<file path="src/rtl/systolic_sched_pkg.sv">
// Shared types and helpers for the systolic tile sequencer.
package systolic_sched_pkg;

    typedef enum logic [2:0] {
        S_IDLE,
        S_CLR,
        S_LOAD,
        S_SETTLE,
        S_STREAM,
        S_DRAIN,
        S_DONE
    } sched_state_e;

    function automatic int drain_cycles(int n_rows, int n_cols, int pipe);
        return (n_rows - 1) + (n_cols - 1) + pipe;
    endfunction

    // Thermometer mask, low bits set; 0 or oversize clamps to all rows.
    function automatic logic [63:0] row_mask(int rows, int n_rows);
        int r;
        logic [63:0] m;
        r = (rows == 0 || rows > n_rows) ? n_rows : rows;
        m = '0;
        for (int i = 0; i < 64; i++) begin
            m[i] = (i < r);
        end
        return m;
    endfunction

endpackage

</file>
<file path="src/rtl/systolic_tile_sched_cnt.sv">
// Loadable down-counter with zero flag; shared by settle, beat and drain.
module sched_down_cnt #(
    parameter int W = 16
) (
    input  logic         clk,
    input  logic         rst_n,
    input  logic         load,
    input  logic [W-1:0] load_val,
    input  logic         dec,
    output logic         zero
);

    logic [W-1:0] cnt;

    always_ff @(posedge clk or negedge rst_n) begin
        if (!rst_n) begin
            cnt <= '0;
        end else if (load) begin
            cnt <= load_val;
        end else if (dec && cnt != '0) begin
            cnt <= cnt - W'(1);
        end
    end

    assign zero = (cnt == '0);

endmodule

</file>
<file path="src/rtl/systolic_tile_sched.sv">
// Tile sequencer: clear, weight load, settle, stream, drain, done.
module systolic_tile_sched
    import systolic_sched_pkg::*;
#(
    parameter int N_ROWS = 14,
    parameter int N_COLS = 14,
    parameter int PIPE   = 1,
    parameter int K_W    = 16,
    parameter int ROW_W  = $clog2(N_ROWS + 1)
) (
    input  logic              clk,
    input  logic              rst_n,
    input  logic              abort,
    input  logic              cfg_valid,
    output logic              cfg_ready,
    input  logic [K_W-1:0]    cfg_k_len,
    input  logic [ROW_W-1:0]  cfg_rows,
    input  logic              wgt_valid,
    output logic              wgt_ready,
    input  logic              act_valid,
    output logic              act_ready,
    output logic              sa_en,
    output logic              sa_clr,
    output logic              sa_load_weight,
    output logic [N_ROWS-1:0] sa_row_en,
    output logic              sa_a_zero,
    output logic              busy,
    output logic              done,
    output logic [K_W-1:0]    stall_cnt
);

    localparam int D  = drain_cycles(N_ROWS, N_COLS, PIPE);
    localparam int DW = $clog2(D + 1);
    localparam int SW = $clog2(N_COLS + 1);
    localparam int MW = (DW > SW) ? DW : SW;
    localparam int CW = (K_W > MW) ? K_W : MW;

    sched_state_e      state;
    logic [K_W-1:0]    k_len_q;
    logic [N_ROWS-1:0] mask_q;
    logic [K_W-1:0]    stall_q;

    logic          cnt_load;
    logic          cnt_dec;
    logic [CW-1:0] cnt_val;
    logic          cnt_zero;

    sched_down_cnt #(.W(CW)) u_cnt (
        .clk      (clk),
        .rst_n    (rst_n),
        .load     (cnt_load),
        .load_val (cnt_val),
        .dec      (cnt_dec),
        .zero     (cnt_zero)
    );

    // Each phase preloads the next phase's length minus one.
    always_comb begin
        cnt_load = 1'b0;
        cnt_dec  = 1'b0;
        cnt_val  = '0;
        unique case (1'b1)
            state == S_LOAD: begin
                cnt_load = wgt_valid;
                cnt_val  = CW'(N_COLS - 1);
            end
            state == S_SETTLE: begin
                cnt_load = cnt_zero;
                cnt_dec  = !cnt_zero;
                cnt_val  = CW'(k_len_q) - CW'(1);
            end
            state == S_STREAM: begin
                cnt_load = act_valid && cnt_zero;
                cnt_dec  = act_valid && !cnt_zero;
                cnt_val  = CW'(D - 1);
            end
            state == S_DRAIN: begin
                cnt_dec = !cnt_zero;
            end
            default: begin
                cnt_load = 1'b0;
            end
        endcase
    end

    always_ff @(posedge clk or negedge rst_n) begin
        if (!rst_n) begin
            state   <= S_IDLE;
            k_len_q <= '0;
            mask_q  <= '0;
            stall_q <= '0;
        end else if (abort) begin
            state  <= S_IDLE;
            mask_q <= '0;
        end else begin
            case (state)
                S_IDLE: begin
                    if (cfg_valid) begin
                        k_len_q <= cfg_k_len;
                        mask_q  <= N_ROWS'(row_mask(int'(cfg_rows), N_ROWS));
                        stall_q <= '0;
                        state   <= S_CLR;
                    end
                end
                S_CLR: state <= S_LOAD;
                S_LOAD: begin
                    if (wgt_valid) state <= S_SETTLE;
                end
                S_SETTLE: begin
                    if (cnt_zero)
                        state <= (k_len_q == '0) ? S_DONE : S_STREAM;
                end
                S_STREAM: begin
                    if (!act_valid && stall_q != '1)
                        stall_q <= stall_q + K_W'(1);
                    if (act_valid && cnt_zero) state <= S_DRAIN;
                end
                S_DRAIN: begin
                    if (cnt_zero) state <= S_DONE;
                end
                S_DONE: begin
                    state  <= S_IDLE;
                    mask_q <= '0;
                end
                default: state <= S_IDLE;
            endcase
        end
    end

    assign cfg_ready      = (state == S_IDLE);
    assign busy           = (state != S_IDLE);
    assign done           = (state == S_DONE);
    assign sa_clr         = (state == S_CLR);
    assign wgt_ready      = (state == S_LOAD);
    assign sa_load_weight = (state == S_LOAD) && wgt_valid;
    assign act_ready      = (state == S_STREAM);
    assign sa_a_zero      = (state == S_DRAIN);
    assign sa_en          = ((state == S_STREAM) && act_valid)
                          || (state == S_DRAIN);
    assign sa_row_en      = mask_q;
    assign stall_cnt      = stall_q;

endmodule
</file>
<file path="config.mk">
export PLATFORM = sky130hd
export DESIGN_NAME = systolic_tile_sched
export DESIGN_NICKNAME = d
export VERILOG_FILES = /design/src/rtl/systolic_sched_pkg.sv /design/src/rtl/systolic_tile_sched_cnt.sv /design/src/rtl/systolic_tile_sched.sv
export SDC_FILE = /design/constraint.sdc
export NUM_CORES = 1
export LEC_CHECK = 0
export BUFFER_PORTS_ARGS = -buffer_cell sky130_fd_sc_hd__buf_2
export CELL_PAD_IN_SITES_DETAIL_PLACEMENT = 1
export CELL_PAD_IN_SITES_GLOBAL_PLACEMENT = 1
export CORE_ASPECT_RATIO = 0.9
export CORE_MARGIN = 2
export CORE_UTILIZATION = 44
export CTS_BUF_LIST = sky130_fd_sc_hd__clkbuf_4 sky130_fd_sc_hd__clkbuf_8
export CTS_CLUSTER_DIAMETER = 80
export DETAILED_ROUTE_END_ITERATION = 6
export GPL_TIMING_DRIVEN = 1
export PLACE_DENSITY = 0.79
export SLEW_MARGIN = 0
export SYNTH_ARGS = -nofsm -noshare
export SYNTH_HDL_FRONTEND = slang
export SYNTH_SLANG_ARGS = --single-unit
</file>
<file path="constraint.sdc">
create_clock -name clk -period 3.1 [get_ports clk]
set_clock_uncertainty 0.2 [all_clocks]
set_input_delay 0.62 -clock clk [delete_from_list [all_inputs] [get_ports clk]]
set_output_delay 0.62 -clock clk [all_outputs]
set_load 0.1 [all_outputs]
</file>
* Word-level counts from Yosys, hierarchy flattened
Cells that the tools add are included.
** Storage, ports and cells
- Bits in registers :: 65
- Output and inout port bits :: 39
- Input port bits :: 26
- Word-level logic and storage cells :: 82
** Cells by class
- Multiplexer cells :: 20
- Equality and inequality tests :: 14
- Add/subtract/negate cells :: 3
- $lt $le $gt $ge :: 15
- Reductions and logical operators :: 24
- Bitwise gates (word level) :: 1
** Operators with widths (count)
- $mux 16 :: 4
- $pmux 16 s3 :: 1
- $logic_not 16->1 :: 2
- $pmux 16 s2 :: 1
- $sub 16x1->16 const B :: 2
- $mux 14 :: 2
- $pmux 14 s2 :: 1
- $lt 4x4->1 const A :: 6
- $mux 3 :: 6
- $pmux 3 s6 :: 1
- $add 16x1->16 const B :: 1
- $lt 3x4->1 const A :: 4
- $ne 16x16->1 const B :: 1
- $reduce_bool 16->1 :: 1
- $eq 3x3->1 const B :: 3
- $ne 3x3->1 const B :: 3
- $lt 1x4->1 const A :: 2
- $lt 2x4->1 const A :: 2
- $eq 3x2->1 const B :: 2
- $logic_and 1x1->1 :: 6
- $ne 3x2->1 const B :: 2
- $reduce_bool 3->1 :: 2
- $reduce_and 5->1 :: 1
- $gt 4x4->1 const B :: 1
- other kinds (17) :: 20

* Depth between registers and ports, before layout
- Word-level depth :: 7
- Gate-level depth with buffers :: 8
- Mapped depth without buffers :: 7

* By module
From an unflattened synthesis, not the netlist that was laid out.
** Unflattened totals
- Cells, all modules :: 428
- Area total of the unflattened synthesis :: 3849.9 µm²
** Modules (own cells, without submodules)
- systolic_tile_sched :: sequential area each 1226.2 µm², cells each 304, area an instance 2786.4 µm², instances 1
- sched_down_cnt :: sequential area each 400.4 µm², cells each 124, area an instance 1063.5 µm², instances 1

* Least setup slack after synthesis
Ideal clock, no wire load.
- Kind :: reg2out
- Start :: register state[1]
- End :: output port busy
- Path buffers :: 1
- Stages on the path, launching flop included :: 4
- Slack :: -1.913 ns
- Data arrival time :: 4.193 ns
- Required time :: 2.280 ns
- Cells stage by stage :: dfrtp_1 -> clkbuf_1 -> nor3_1 -> inv_1
** Between the ends
- Longest elaborated chain between the ends :: 1
** Ends and longest elaborated chain
- start: declaration :: RTL line systolic_tile_sched.sv:38 : sched_state_e state;
- start signal: assignment :: RTL line systolic_tile_sched.sv:111 : state <= (k_len_q == '0) ? S_DONE : S_STREAM;
- $reduce_bool 3->1 :: RTL line systolic_tile_sched.sv:131 : assign busy = (state != S_IDLE);
- end: declaration :: RTL line systolic_tile_sched.sv:27 : output logic busy,
No other way between the ends.

* Worst setup path in the final report
- Start :: register u_cnt.cnt[0]
- End :: register u_cnt.cnt[5]
** Between the ends
- Longest elaborated chain between the ends :: 6
- Elaborated cells on any way between the ends :: 12
- Classes of those cells :: add/sub: 1; mux: 4; reduce/logical: 7
** Ends and longest elaborated chain
- start: declaration :: RTL line systolic_tile_sched_cnt.sv:13 : logic [W-1:0] cnt;
- start signal: assignment :: RTL line systolic_tile_sched_cnt.sv:19 : cnt <= load_val;
- start signal: assignment :: RTL line systolic_tile_sched_cnt.sv:21 : cnt <= cnt - W'(1);
- branches (longest 6 deep; another with $sub 16x1->16)
Several ways; the timed one is not identified. The select of a mux whose other input is x is not followed.
A chain may end at the register's enable or synchronous reset.

==> impl_metrics.ini <==
[floorplan]
start_util = 0.457
die_h_um = 91.3
dieArea_um2 = 9220
num_rows = 31
die_width_um = 101
ioPinCount = 65
fp.coreArea_um2 = 8150

[critical_path]
worstPathMaxFanout = 16
critical_path_class = reg2reg
end_kind = register
cp_data_required_time_ns = 3.15
startpoint_type = register
arrival_ns = 2.89

[sta]
slew-limit-headroom = 0.118
slew_violations = 0
fmax_mhz = 353
fin_crit_ns = 2.84
post-route-period-util = 0.915
finalWorstSetupSlack_ns = 0.265
grt_setup_unrepaired = no
worst_pin_slew_ns = 1.32
finalSetupViolCount = 0
hold_violations = 0

[power_and_ir_drop]
sw_frac_of_total = 0.396
seqPwrFrac = 0.412
clkPwrFrac = 0.275
p_comb_frac = 0.313
total_switching_power_mw = 1.06
leakagePower_nw = 2.08
peakVddDrop_v = 0.000339
power.internal_mw = 1.62
powerDensity_nw_per_um2 = 604

[cells_and_area]
layout.nets = 535
fin_util = 0.546
diodes = 0
drive_gt1_frac = 0.214
areaGrowthSynthToFinish_pct = 19.4

[status]
status = completed

[placed_design]
dp_hpwl_mm = 7.98
portBuffers = 64
gp_congestion = 0.883
place_ws_ns = 0.348

[route]
drc = 0
drtPass1Iterations = 4
ant_nets = 0
routedWlPerCell_um = 18.0
via_per_inst = 5.86
wl_mm = 11.0
vias = 3566
drt-initial-drc-count = 188

[cts]
cts_max_level = 3
numCtsBuffers = 9
ctsRootBufferMaster = clkbuf_8
postCtsHoldBufs = 0
cts_max_path_buffers = 2
clkLatencyLatePin_ns = 0.35
clock-sinks = 65
tritoncts = yes
cts_resized = 0
clkTransAtPathRegs_ns = 0.07
cts_setup_buffers = 0

[grt]
grt_pass1_wl_mm = 17.9
grt_pass1_vias = 3585
antenna_found_initial = 0
gr-total-overflow = 0
grt_start_max_net_pins = 66
grt_usage = 0.245

[synth]
synth-seq-cells = 65
yosys-top-cells-area = dfrtp_1 44%, nand2_1 7.7%, nor2_1 3.6%
synth.cell_area_um2 = 3720
synthTopCellsByCount = 76 x nand2_1, 65 x dfrtp_1, 36 x nor2_1, 22 x o21ai_0, 20 x nor3_1
syn_inst = 431
synth_nets = 461
ys_types = 54
yosys_warnings = 0
synth_top_cell_by_area = dfrtp_1
ys_seq_area_frac = 0.437
synth_top_area_frac = 0.437
synth_ff_type = dfrtp_1
synth_most_common_cell = nand2_1
synth_edf_count = 0
syn-mean-instance-area_um2 = 8.64
synthArstFlopShare = 1.00

[min_path]
min_path_type = in2async

[run]
drv_cap = 0
==> registers in the layout, indices dropped and copies added, names as in the netlist <==
name / cells
k_len_q: 16
u_cnt.cnt: 16
state: 3
sa_row_en: 14
stall_cnt: 16
==> per-stage QoR <==
| stage | instance area [um2] | TNS, ns | total power, mW | instances | hold slack [ns] |
|---|---|---|---|---|---|
| final | 4450 | 0 | 2.68 | 609 | 0.253 |
| after global routing | 4450 | 0 | 2.83 | 609 | 0.255 |
| after CTS | 4450 | 0 | 2.71 | 609 | 0.247 |
| after detailed placement | 4250 | 0 | 1.96 | 593 | 0.262 |
| after global placement | 4250 | 0 | 1.92 | 593 | 0.246 |
| after floorplan | 3740 | -1.13 | 1.68 | 431 | 0.124 |
==> area by class of cell <==
| class | instances | area, um2 |
|---|---|---|
| Clock inverter | 6 | 65.1 |
| Sequential cell | 65 | 1630 |
| Fill cell | 1028 | 3700 |
| Inverter | 12 | 45.0 |
| Multi-Input combinational cell | 334 | 1990 |
| Tap cell | 99 | 124 |
| Clock buffer | 10 | 131 |
| Timing Repair Buffer | 83 | 463 |
==> cell families after synthesis <==
logic type,Yosys count,synth area share
DFF,65,0.437
and+or+nand+nor,207,0.275
buffers and inverters,32,0.0326
muxes,6,0.0168
xor gates and xnor gates,29,0.0682
AOI/OAI and AO/OA,88,0.157
adders and majority gates,4,0.0134
==> path summary, 6_finish.rpt <==
check | start | to | slack [ns] | cells after the start
max in group asynchronous | rst_n | u_cnt.cnt[8] | 1.88 | 2
worst min-delay path | rst_n | sa_row_en[5] | 0.25 | 2
worst max-delay path | u_cnt.cnt[0] | u_cnt.cnt[5] | 0.26 | 7
worst max register to register | u_cnt.cnt[0] | u_cnt.cnt[5] | 0.26 | 7
worst min register to register | sa_row_en[6] | sa_row_en[6] | 0.27 | 1
min in group clk | cfg_k_len[15] | k_len_q[15] | 0.26 | 3
==> worst max-delay path, stage by stage (launching register included) <==
cell and delay [ns]:
dfrtp_1 0.39, inv_1 0.10, ha_1 0.23, or4b_2 0.25
nor4_1 0.05, a21oi_1 1.01, o311ai_0 0.34, o211ai_1 0.18
==> power by group through the flow <==
stage / clock (mW) / combinational, mW / sequential, mW
after floorplan: 0 / 0.491 / 1.19
after global placement: 0 / 0.814 / 1.11
after detailed placement: 0 / 0.838 / 1.12
after CTS: 0.763 / 0.843 / 1.10
after global routing: 0.792 / 0.918 / 1.12
final: 0.739 / 0.840 / 1.11
==> layout by cell type (no fill, tap or decap), drive strengths merged, types with 8 or more instances in the layout <==
cell	count
buf	83
nand2	76
dfrtp	65
nor2	37
o21ai	23
nor3	20
a21oi	16
xnor2	15
nand3	14
xor2	14
inv	14
nor4	13
nand4	10
clkbuf	10
a211oi	9
or4	8
o211ai	8
==> metal layers <==
metal | global-route usage | part of all wire | vias to the layer above
li1 | - | - | 1701
met1 | 0.346 | 0.48 | 1777
met2 | 0.392 | 0.48 | 82
met3 | 0.0423 | 0.039 | 6
met4 | 0.0541 | 0.0057 | 0
met5 | 0 | 0 | -
Power figures use the tool's default switching activity.
